**src/rtl/halloween_fx_sequencer.sv**
```systemverilog
// Opcode sequencer for the decoration: decodes 4-bit commands from the mux stage and drives
// power, colour, timed sound and timed effect outputs behind a one-entry pending register.
module halloween_fx_sequencer #(
    parameter int SOUND_CYCLES = 8,
    parameter int FX_CYCLES    = 4,
    parameter int FOG_CYCLES   = 12,
    parameter int CNT_W        = 8
) (
    input  logic             clk,
    input  logic             rst_n,
    input  logic             op_valid,
    input  logic [3:0]       opcode,
    output logic             op_ready,
    output logic             powered,
    output logic             color_en,
    output logic [1:0]       color_sel,
    output logic             sound_en,
    output logic [1:0]       sound_sel,
    output logic [2:0]       fx_en,
    output logic             bad_op,
    output logic [CNT_W-1:0] drop_cnt
);
    localparam int FX_MAX = (FOG_CYCLES > FX_CYCLES) ? FOG_CYCLES : FX_CYCLES;
    localparam int SND_W  = $clog2(SOUND_CYCLES + 1);
    localparam int FX_W   = $clog2(FX_MAX + 1);
    localparam logic [SND_W-1:0] SND_LOAD = SND_W'(SOUND_CYCLES - 1);
    localparam logic [FX_W-1:0]  FX_LOAD  = FX_W'(FX_CYCLES - 1);
    localparam logic [FX_W-1:0]  FOG_LOAD = FX_W'(FOG_CYCLES - 1);

    typedef enum logic {ST_OFF, ST_ON} state_t;

    state_t           state, state_next;
    logic             rdy_q;
    logic             pend_v;
    logic [3:0]       pend_op;
    logic [SND_W-1:0] snd_cnt;
    logic [FX_W-1:0]  fx_cnt;

    logic [1:0] cat, opd;
    logic       undef_op, pend_busy, pend_fire, accept;
    logic       do_off, do_color, do_sound, do_fx, do_drop;

    assign cat      = pend_op[3:2];
    assign opd      = pend_op[1:0];
    assign undef_op = (cat == 2'b00) ? opd[1] : (opd == 2'b11);

    // Busy depends only on registered state, so op_ready never depends on op_valid.
    assign pend_busy = !undef_op &&
                       (((cat == 2'b10) && sound_en) || ((cat == 2'b11) && (fx_en != 3'b000)));
    assign pend_fire = pend_v && !pend_busy;
    assign op_ready  = rdy_q && (!pend_v || pend_fire);
    assign accept    = op_valid && op_ready;
    assign powered   = (state == ST_ON);

    always_comb begin
        // NOTE: every signal gets a default first so no path through this block infers a latch.
        state_next = state;
        do_off     = 1'b0;
        do_color   = 1'b0;
        do_sound   = 1'b0;
        do_fx      = 1'b0;
        do_drop    = 1'b0;
        if (pend_fire) begin
            if (undef_op) begin
                do_drop = 1'b1;
            end else if (state == ST_OFF) begin
                if (pend_op == 4'b0000)      state_next = ST_ON;
                else if (pend_op != 4'b0001) do_drop    = 1'b1;
            end else begin
                case (cat)
                    2'b00: if (opd == 2'b01) begin
                        state_next = ST_OFF;
                        do_off     = 1'b1;
                    end
                    2'b01:   do_color = 1'b1;
                    2'b10:   do_sound = 1'b1;
                    default: do_fx    = 1'b1;
                endcase
            end
        end
    end

    // NOTE: sequential state uses non-blocking assignments so every register samples pre-edge values.
    always_ff @(posedge clk or negedge rst_n) begin
        if (!rst_n) begin
            state   <= ST_OFF;
            rdy_q   <= 1'b0;
            pend_v  <= 1'b0;
            pend_op <= 4'b0000;
        end else begin
            state <= state_next;
            rdy_q <= 1'b1;
            if (accept) begin
                pend_v  <= 1'b1;
                pend_op <= opcode;
            end else if (pend_fire) begin
                pend_v <= 1'b0;
            end
        end
    end

    always_ff @(posedge clk or negedge rst_n) begin
        if (!rst_n) begin
            color_en  <= 1'b0;
            color_sel <= 2'b00;
        end else if (do_off) begin
            color_en  <= 1'b0;
            color_sel <= 2'b00;
        end else if (do_color) begin
            color_en  <= 1'b1;
            color_sel <= opd;
        end
    end

    // Down-counter loaded with N-1: the enable stays high for exactly N clocks.
    always_ff @(posedge clk or negedge rst_n) begin
        if (!rst_n) begin
            sound_en  <= 1'b0;
            sound_sel <= 2'b00;
            snd_cnt   <= '0;
        end else if (do_off) begin
            sound_en  <= 1'b0;
            sound_sel <= 2'b00;
            snd_cnt   <= '0;
        end else if (do_sound) begin
            sound_en  <= 1'b1;
            sound_sel <= opd;
            snd_cnt   <= SND_LOAD;
        end else if (sound_en) begin
            if (snd_cnt == '0) sound_en <= 1'b0;
            else               snd_cnt  <= snd_cnt - SND_W'(1);
        end
    end

    always_ff @(posedge clk or negedge rst_n) begin
        if (!rst_n) begin
            fx_en  <= 3'b000;
            fx_cnt <= '0;
        end else if (do_off) begin
            fx_en  <= 3'b000;
            fx_cnt <= '0;
        end else if (do_fx) begin
            fx_en  <= 3'b001 << opd;
            fx_cnt <= (opd == 2'b10) ? FOG_LOAD : FX_LOAD;
        end else if (fx_en != 3'b000) begin
            if (fx_cnt == '0) fx_en  <= 3'b000;
            else              fx_cnt <= fx_cnt - FX_W'(1);
        end
    end

    // Drop count survives a RESET command; only rst_n clears it.
    always_ff @(posedge clk or negedge rst_n) begin
        if (!rst_n) begin
            bad_op   <= 1'b0;
            drop_cnt <= '0;
        end else begin
            bad_op <= do_drop;
            if (do_drop && (drop_cnt != '1)) drop_cnt <= drop_cnt + CNT_W'(1);
        end
    end

endmodule

```
**config.mk**
```make
export PLATFORM = sky130hd
export DESIGN_NAME = halloween_fx_sequencer
export DESIGN_NICKNAME = d
export VERILOG_FILES = /design/src/rtl/halloween_fx_sequencer.sv
export SDC_FILE = /design/constraint.sdc
export NUM_CORES = 1
export LEC_CHECK = 0
export CAP_MARGIN = 20
export CELL_PAD_IN_SITES_DETAIL_PLACEMENT = 1
export CELL_PAD_IN_SITES_GLOBAL_PLACEMENT = 1
export CORE_AREA = 5 5 68 70
export DETAILED_ROUTE_END_ITERATION = 12
export DIE_AREA = 0 0 73 75
export PLACE_DENSITY_LB_ADDON = 0.1
export SLEW_MARGIN = 20
export SYNTH_ARGS = -nofsm -noshare
export SYNTH_HDL_FRONTEND = slang
export SYNTH_SLANG_ARGS = --single-unit
```
**constraint.sdc**
```tcl
create_clock -name clk -period 5.8 [get_ports clk]
set_clock_uncertainty 0.2 [all_clocks]
set_input_delay 0.87 -clock clk [delete_from_list [all_inputs] [get_ports clk]]
set_output_delay 0.87 -clock clk [all_outputs]
set_load 0.02 [all_outputs]
```
==> impl_metrics.tcl, run 1 <==
set metrics [dict create \
    antenna_found_initial 0 \
    pin_count 27 \
    hold_viol 0 \
    cts_buffers 5 \
    power_density_nw_per_um2 457 \
    synth_most_common_cell "dfrtp_1" \
    final_area_um2 2050 \
    ys_types 44 \
    async_flop_share_pct 100 \
    grt_max_degree 34 \
    worstSetupPathDepth 4 \
    clockBufferDepth 2 \
    fill_cells 453 \
    yosysWarnings 0 \
    worstHoldStart "color_en" \
    ys_top_cells_by_count "dfrtp_1, nor2_1, nand3_1" \
    cpPeakStageDelay_ns 0.53 \
    final_cells 233 \
    synth-seq-cells 33 \
    grt_pass1_vias 1418 \
    arrival_ns 2.29 \
    synth_xor_area_share_pct 4.76 \
    die_x_um 73 \
    drt_wl_total_um 4010 \
    startpoint_type "flop" \
    h-tree-depth 2 \
    diodes 0 \
    fmax_mhz 298 \
    reg2regPathDepth 4 \
    grt_pass1_wl_um 6930 \
    start_util_pct 42.3 \
    grt-ovfl-total 0 \
    routed_via_density 5.44 \
    gp_congestion 0.793 \
    dp_hpwl_um 3030 \
    netlist_instances 152 \
    holdWs_ns 0.298 \
    synth_top_family_by_area "simple AND/OR/NAND/NOR gates" \
    path_max_fanout 11 \
    grt_use_total_pct 16.8 \
    drtIter0Drc 34 \
    period_minus_slack_ns 3.36 \
    p_leak_nw 0.928 \
    status "finished, final reports clean" \
    vias 1268 \
    core-area_um2 3910 \
    synth.top_cell.area_share_pct 49.9 \
    die_area_um2 5480 \
    die_h_um 75 \
    holdPathStages 2 \
    fin_util_pct 52.4 \
    required_ns 4.73 \
    syn_area_per_cell_um2 10.9 \
    crit_type "reg2out" \
    cts_setup_buffers 0 \
    path_delay_family "simple AND/OR/NAND/NOR gates" \
    synth-compound-area-share_pct 11.0 \
    synth_area_leaders "dfrtp_1, mux2_4, nor2_1" \
    synth.cell_area_um2 1660 \
    hp-class "reg2reg" \
    area_growth_pct 23.8 \
    rsz0062_at_grt "no" \
    r2r_start "fx_en[1]" \
    ant_nets 0 \
    ir_worst_vdd_v 0.000197 \
    slowest_stage "clkdlybuf4s50_1" \
    maxCapViolCount 0 \
    synth_edf_count 0 \
    holdPathEnd "color_en" \
    hold_buffers 0 \
    period_share_pct 57.9 \
    clk_pin_slew_ns 0.06 \
    cp-end-kind "output pin" \
    cts_root_buf "clkbuf_8" \
    maxSlewViolCount 0 \
    dr.pass1.iters 3 \
    postPlaceCellArea_um2 1960 \
    layout-drive-gt1-share_pct 12.0 \
    cts_tree "done" \
    relSlewSlack_pct 55.3 \
    regToRegEndpoint "drop_cnt[1]" \
    reg2reg_slack_ns 3.64 \
    synth_nets 163 \
    clk_latency_ns 0.28 \
    tns_ns 0 \
    yosysTopAreaCell "dfrtp_1" \
    path_cells "a21bo_2, or4b_4, and2_2, clkdlybuf4s50_1" \
    dpl.cell_count 226 \
    synthAdderAreaFrac_pct 3.02 \
    final_nets 194 \
    synthMuxAreaShare_pct 7.48 \
    rows 23 \
    setup_viol 0 \
    worst_pin_slew_ns 0.669 \
    wl_per_cell_um 17.2 \
    port_buffers 26 \
    crit_buf_inv 1 \
    yosys.area_share.simple_pct 20.6 \
    drc 0 \
    cts.sinks 33 \
    synth_seq_area_share_pct 49.9 \
    ctsResizeCount 0 \
    synth_top_flop_cell "dfrtp_1" \
]
## how the worst max path moves through the flow
stage                     slack (ns)  endpoint       start
after CTS                       2.42  op_ready  pend_op[0]
after floorplan                 3.33  op_ready  pend_op[1]
after global routing            2.37  op_ready  pend_op[0]
after detailed placement        2.73  op_ready  pend_op[0]
after global placement          2.77  op_ready  pend_op[0]
final                           2.44  op_ready  pend_op[0]
## worst register-to-register path: stages, from the launching register on
cell and delay (ns):
dfrtp_1 0.45, nor4b_4 0.45, o31ai_2 0.21, nor3_1 0.36, mux2_2 0.38
## flip-flops by register name, summed over array words and instances (netlist names)
register,cells
rdy_q,1
fx_en,3
color_sel,2
fx_cnt,4
color_en,1
pend_op,4
sound_en,1
snd_cnt,4
drop_cnt,8
sound_sel,2
bad_op,1
pend_v,1
powered,1
## layer usage
| metal | share of wire, % | routed length [um] | GRT usage [%] |
|---|---|---|---|
| met5 | 0 | 0 | 0 |
| met3 | 2.8 | 112 | 4.27 |
| met1 | 40 | 1620 | 18.6 |
| met4 | 1.6 | 65 | 6.76 |
| met2 | 55 | 2220 | 30.7 |
## cells by family after synthesis
family	Yosys count
DFF	33
AOI/OAI and AO/OA	26
adders and majority gates	4
buffers and inverters	10
xor gates and xnor gates	9
other	1
and+or+nand+nor	59
muxes	10
## metrics by stage
step	setup slack [ns]	total power, W
after CTS	2.42	0.000952
after floorplan	3.33	0.000612
after detailed placement	2.73	0.000771
final	2.44	0.000936
after global routing	2.37	0.00101
after global placement	2.77	0.000750
## cell type report
| type | count | area (um^2) | area share (%) |
|---|---|---|---|
| flip-flops and latches | 33 | 826 | 40.3 |
| well taps | 50 | 62.6 | 3.05 |
| clock buffers | 7 | 86.3 | 4.21 |
| inverters | 7 | 26.3 | 1.28 |
| multi-input cells | 109 | 781 | 38.1 |
| repair buffers | 27 | 268 | 13.1 |
## power by group
| part | total, W | internal (W) | switching (W) |
|---|---|---|---|
| registers | 0.000382 | 0.000303 | 0.0000790 |
| logic | 0.000382 | 0.000185 | 0.000196 |
| clock network | 0.000172 | 0.0000940 | 0.0000781 |
## cell usage in the layout (no fill, tap or decap), types with 2 or more instances in the layout
cell type,n
inv_1,7
a21oi_1,8
ha_1,4
nor3_1,5
clkbuf_8,6
mux2_2,3
and3_1,3
mux2i_1,3
nor4_1,4
nor4b_1,2
nor2_1,14
nand4_1,3
o21ai_0,3
xnor2_1,3
mux2_4,4
nand2_1,8
xor2_1,6
dfrtp_1,33
o31ai_1,4
nand3_1,9
clkdlybuf4s50_1,26
nor2b_1,2
(Power assumes the default switching activity.)
==> inputs of run 2 (changes only) <==
CORE_AREA = 5 5 70 72   (was 5 5 68 70)
DIE_AREA = 0 0 75 77   (was 0 0 73 75)
clock period = 3.3 ns   (was 5.8 ns; I/O delays follow)
==> run 2 against run 1 <==
  * Via count is 0.16% lower
  * First-iteration DRC count shrank 24%
  * Count of clock-buffer cells in the layout is the same
  * Critical path depth unchanged
  * Utilization shrank 3.9 points
  * Non-clock buffer count did not move
  * Hold slack better by 0.014 ns
  * Total power up 75%
==> impl_metrics.tcl, run 2 (same netlist as run 1, synthesis figures left out) <==
set metrics [dict create \
    status "finished, final reports clean" \
    crit_type "reg2out" \
    layout-drive-gt1-share_pct 12.0 \
    grt_max_degree 34 \
    top_register "drop_cnt" \
    internal-power_w 0.00103 \
    ctsResizeCount 0 \
    hold_buffers 0 \
    rsz0062_at_grt "no" \
    maxSlewViolCount 0 \
    die_area_um2 5780 \
    regArea_um2 826 \
    ant_nets 0 \
    cp-end-kind "output pin" \
    sw_frac_of_total_pct 37.4 \
    ir_worst_vdd_v 0.000320 \
    cts_setup_buffers 0 \
    cts.sinks 33 \
    reg2reg_slack_ns 1.20 \
    p_comb_share_pct 40.9 \
    pin_count 27 \
    grt_pass1_wl_um 6600 \
    tns_ns 0 \
    postPlaceCellArea_um2 1970 \
    regToRegEndpoint "drop_cnt[1]" \
    cts_buffers 5 \
    holdWs_ns 0.313 \
    wl_per_cell_um 16.4 \
    worst_pin_slew_ns 0.674 \
    dp_hpwl_um 2980 \
    grt_use_total_pct 14.7 \
    largest_reg_flops 8 \
    vias 1266 \
    die_x_um 75 \
    p_leak_nw 0.928 \
    r2r_start "pend_op[0]" \
    drc 0 \
    port_buffers 26 \
    period_minus_slack_ns 2.97 \
    gp_congestion 0.842 \
    multiInputGateArea_um2 781 \
    startpoint_type "flop" \
    setup_viol 0 \
    drtIter0Drc 26 \
    power_w 0.00164 \
    switchingPower_w 0.000612 \
    cts_root_buf "clkbuf_8" \
    clockBufferDepth 2 \
    final_nets 194 \
    routed_via_density 5.39 \
    path_max_fanout 11 \
    die_h_um 77 \
    diodes 0 \
    crit_path_start "pend_op[0]" \
    antenna_found_initial 0 \
    clk_pin_slew_ns 0.06 \
    arrival_ns 2.28 \
    relSlewSlack_pct 54.9 \
    core-area_um2 4230 \
    p_seq_share_pct 40.9 \
    start_util_pct 39.1 \
    setup.worst_path.end "op_ready" \
    hold_viol 0 \
    grt-ovfl-total 0 \
    layout_commonest_cell "dfrtp_1" \
    clk_latency_ns 0.27 \
    period_share_pct 90.0 \
    power_density_nw_per_um2 798 \
    h-tree-depth 2 \
    dr.pass1.iters 4 \
    rows 24 \
    fill_cells 467 \
    required_ns 2.60 \
    hp-class "reg2reg" \
    final_area_um2 2050 \
    maxCapViolCount 0 \
    area_growth_pct 24.0 \
    fmax_mhz 337 \
    drt_wl_total_um 3850 \
    grt_pass1_vias 1423 \
    reg2regPathDepth 4 \
    cts_tree "done" \
    final_cell_mix "dfrtp_1, clkdlybuf4s50_1, nor2_1, nand3_1" \
    power_frac_clock_pct 18.2 \
]
## run 2: cell counts in the layout (fill, tap and decap cells not counted)
No cell type changed its count.
## run 2: power by group through the flow
stage	Clock, W	Sequential [W]	Combinational [W]
finish	0.000298	0.000670	0.000669
global route	0.000325	0.000694	0.000735
CTS	0.000308	0.000671	0.000685
detailed placement	0	0.000678	0.000680
global placement	0	0.000664	0.000655
floorplan	0	0.000732	0.000344
## run 2: final cells by class
class	instances	share of cell area, %
well taps	52	3.17
inverters	7	1.28
multi-input cells	109	38.0
clock buffers	7	4.21
flip-flops and latches	33	40.2
repair buffers	27	13.0
## run 2: layer usage
layer / share of wire, % / global-route usage (%)
met1: 41 / 16.6
met2: 53 / 26.0
met4: 2.4 / 4.98
met3: 3.1 / 3.66
met5: 0 / 0
## run 2: worst min path at each step
stage,from,end,slack (ns),cells after the start
6_report,drop_cnt[5],drop_cnt[5],0.31,1
5_1_grt,drop_cnt[5],drop_cnt[5],0.33,1
4_1_cts,drop_cnt[5],drop_cnt[5],0.31,1
3_5_place_dp,drop_cnt[5],drop_cnt[5],0.30,1
3_3_place_gp,color_en,color_en,0.29,2
2_1_floorplan,rst_n,bad_op,-0.0006,0
## run 2: worst max-delay path, stage by stage, from the launching register on
cell and delay [ns]:
dfrtp_1 0.50, a21bo_2 0.28, or4b_4 0.50, and2_2 0.20, clkdlybuf4s50_1 0.53
## run 2: stage by stage
stage,util [%],setup slack (ns),instances
global placement,46.4,0.649,228
floorplan,-,1.21,152
detailed placement,46.4,0.598,228
global route,48.5,0.236,235
finish,48.5,0.328,235
CTS,48.5,0.302,235
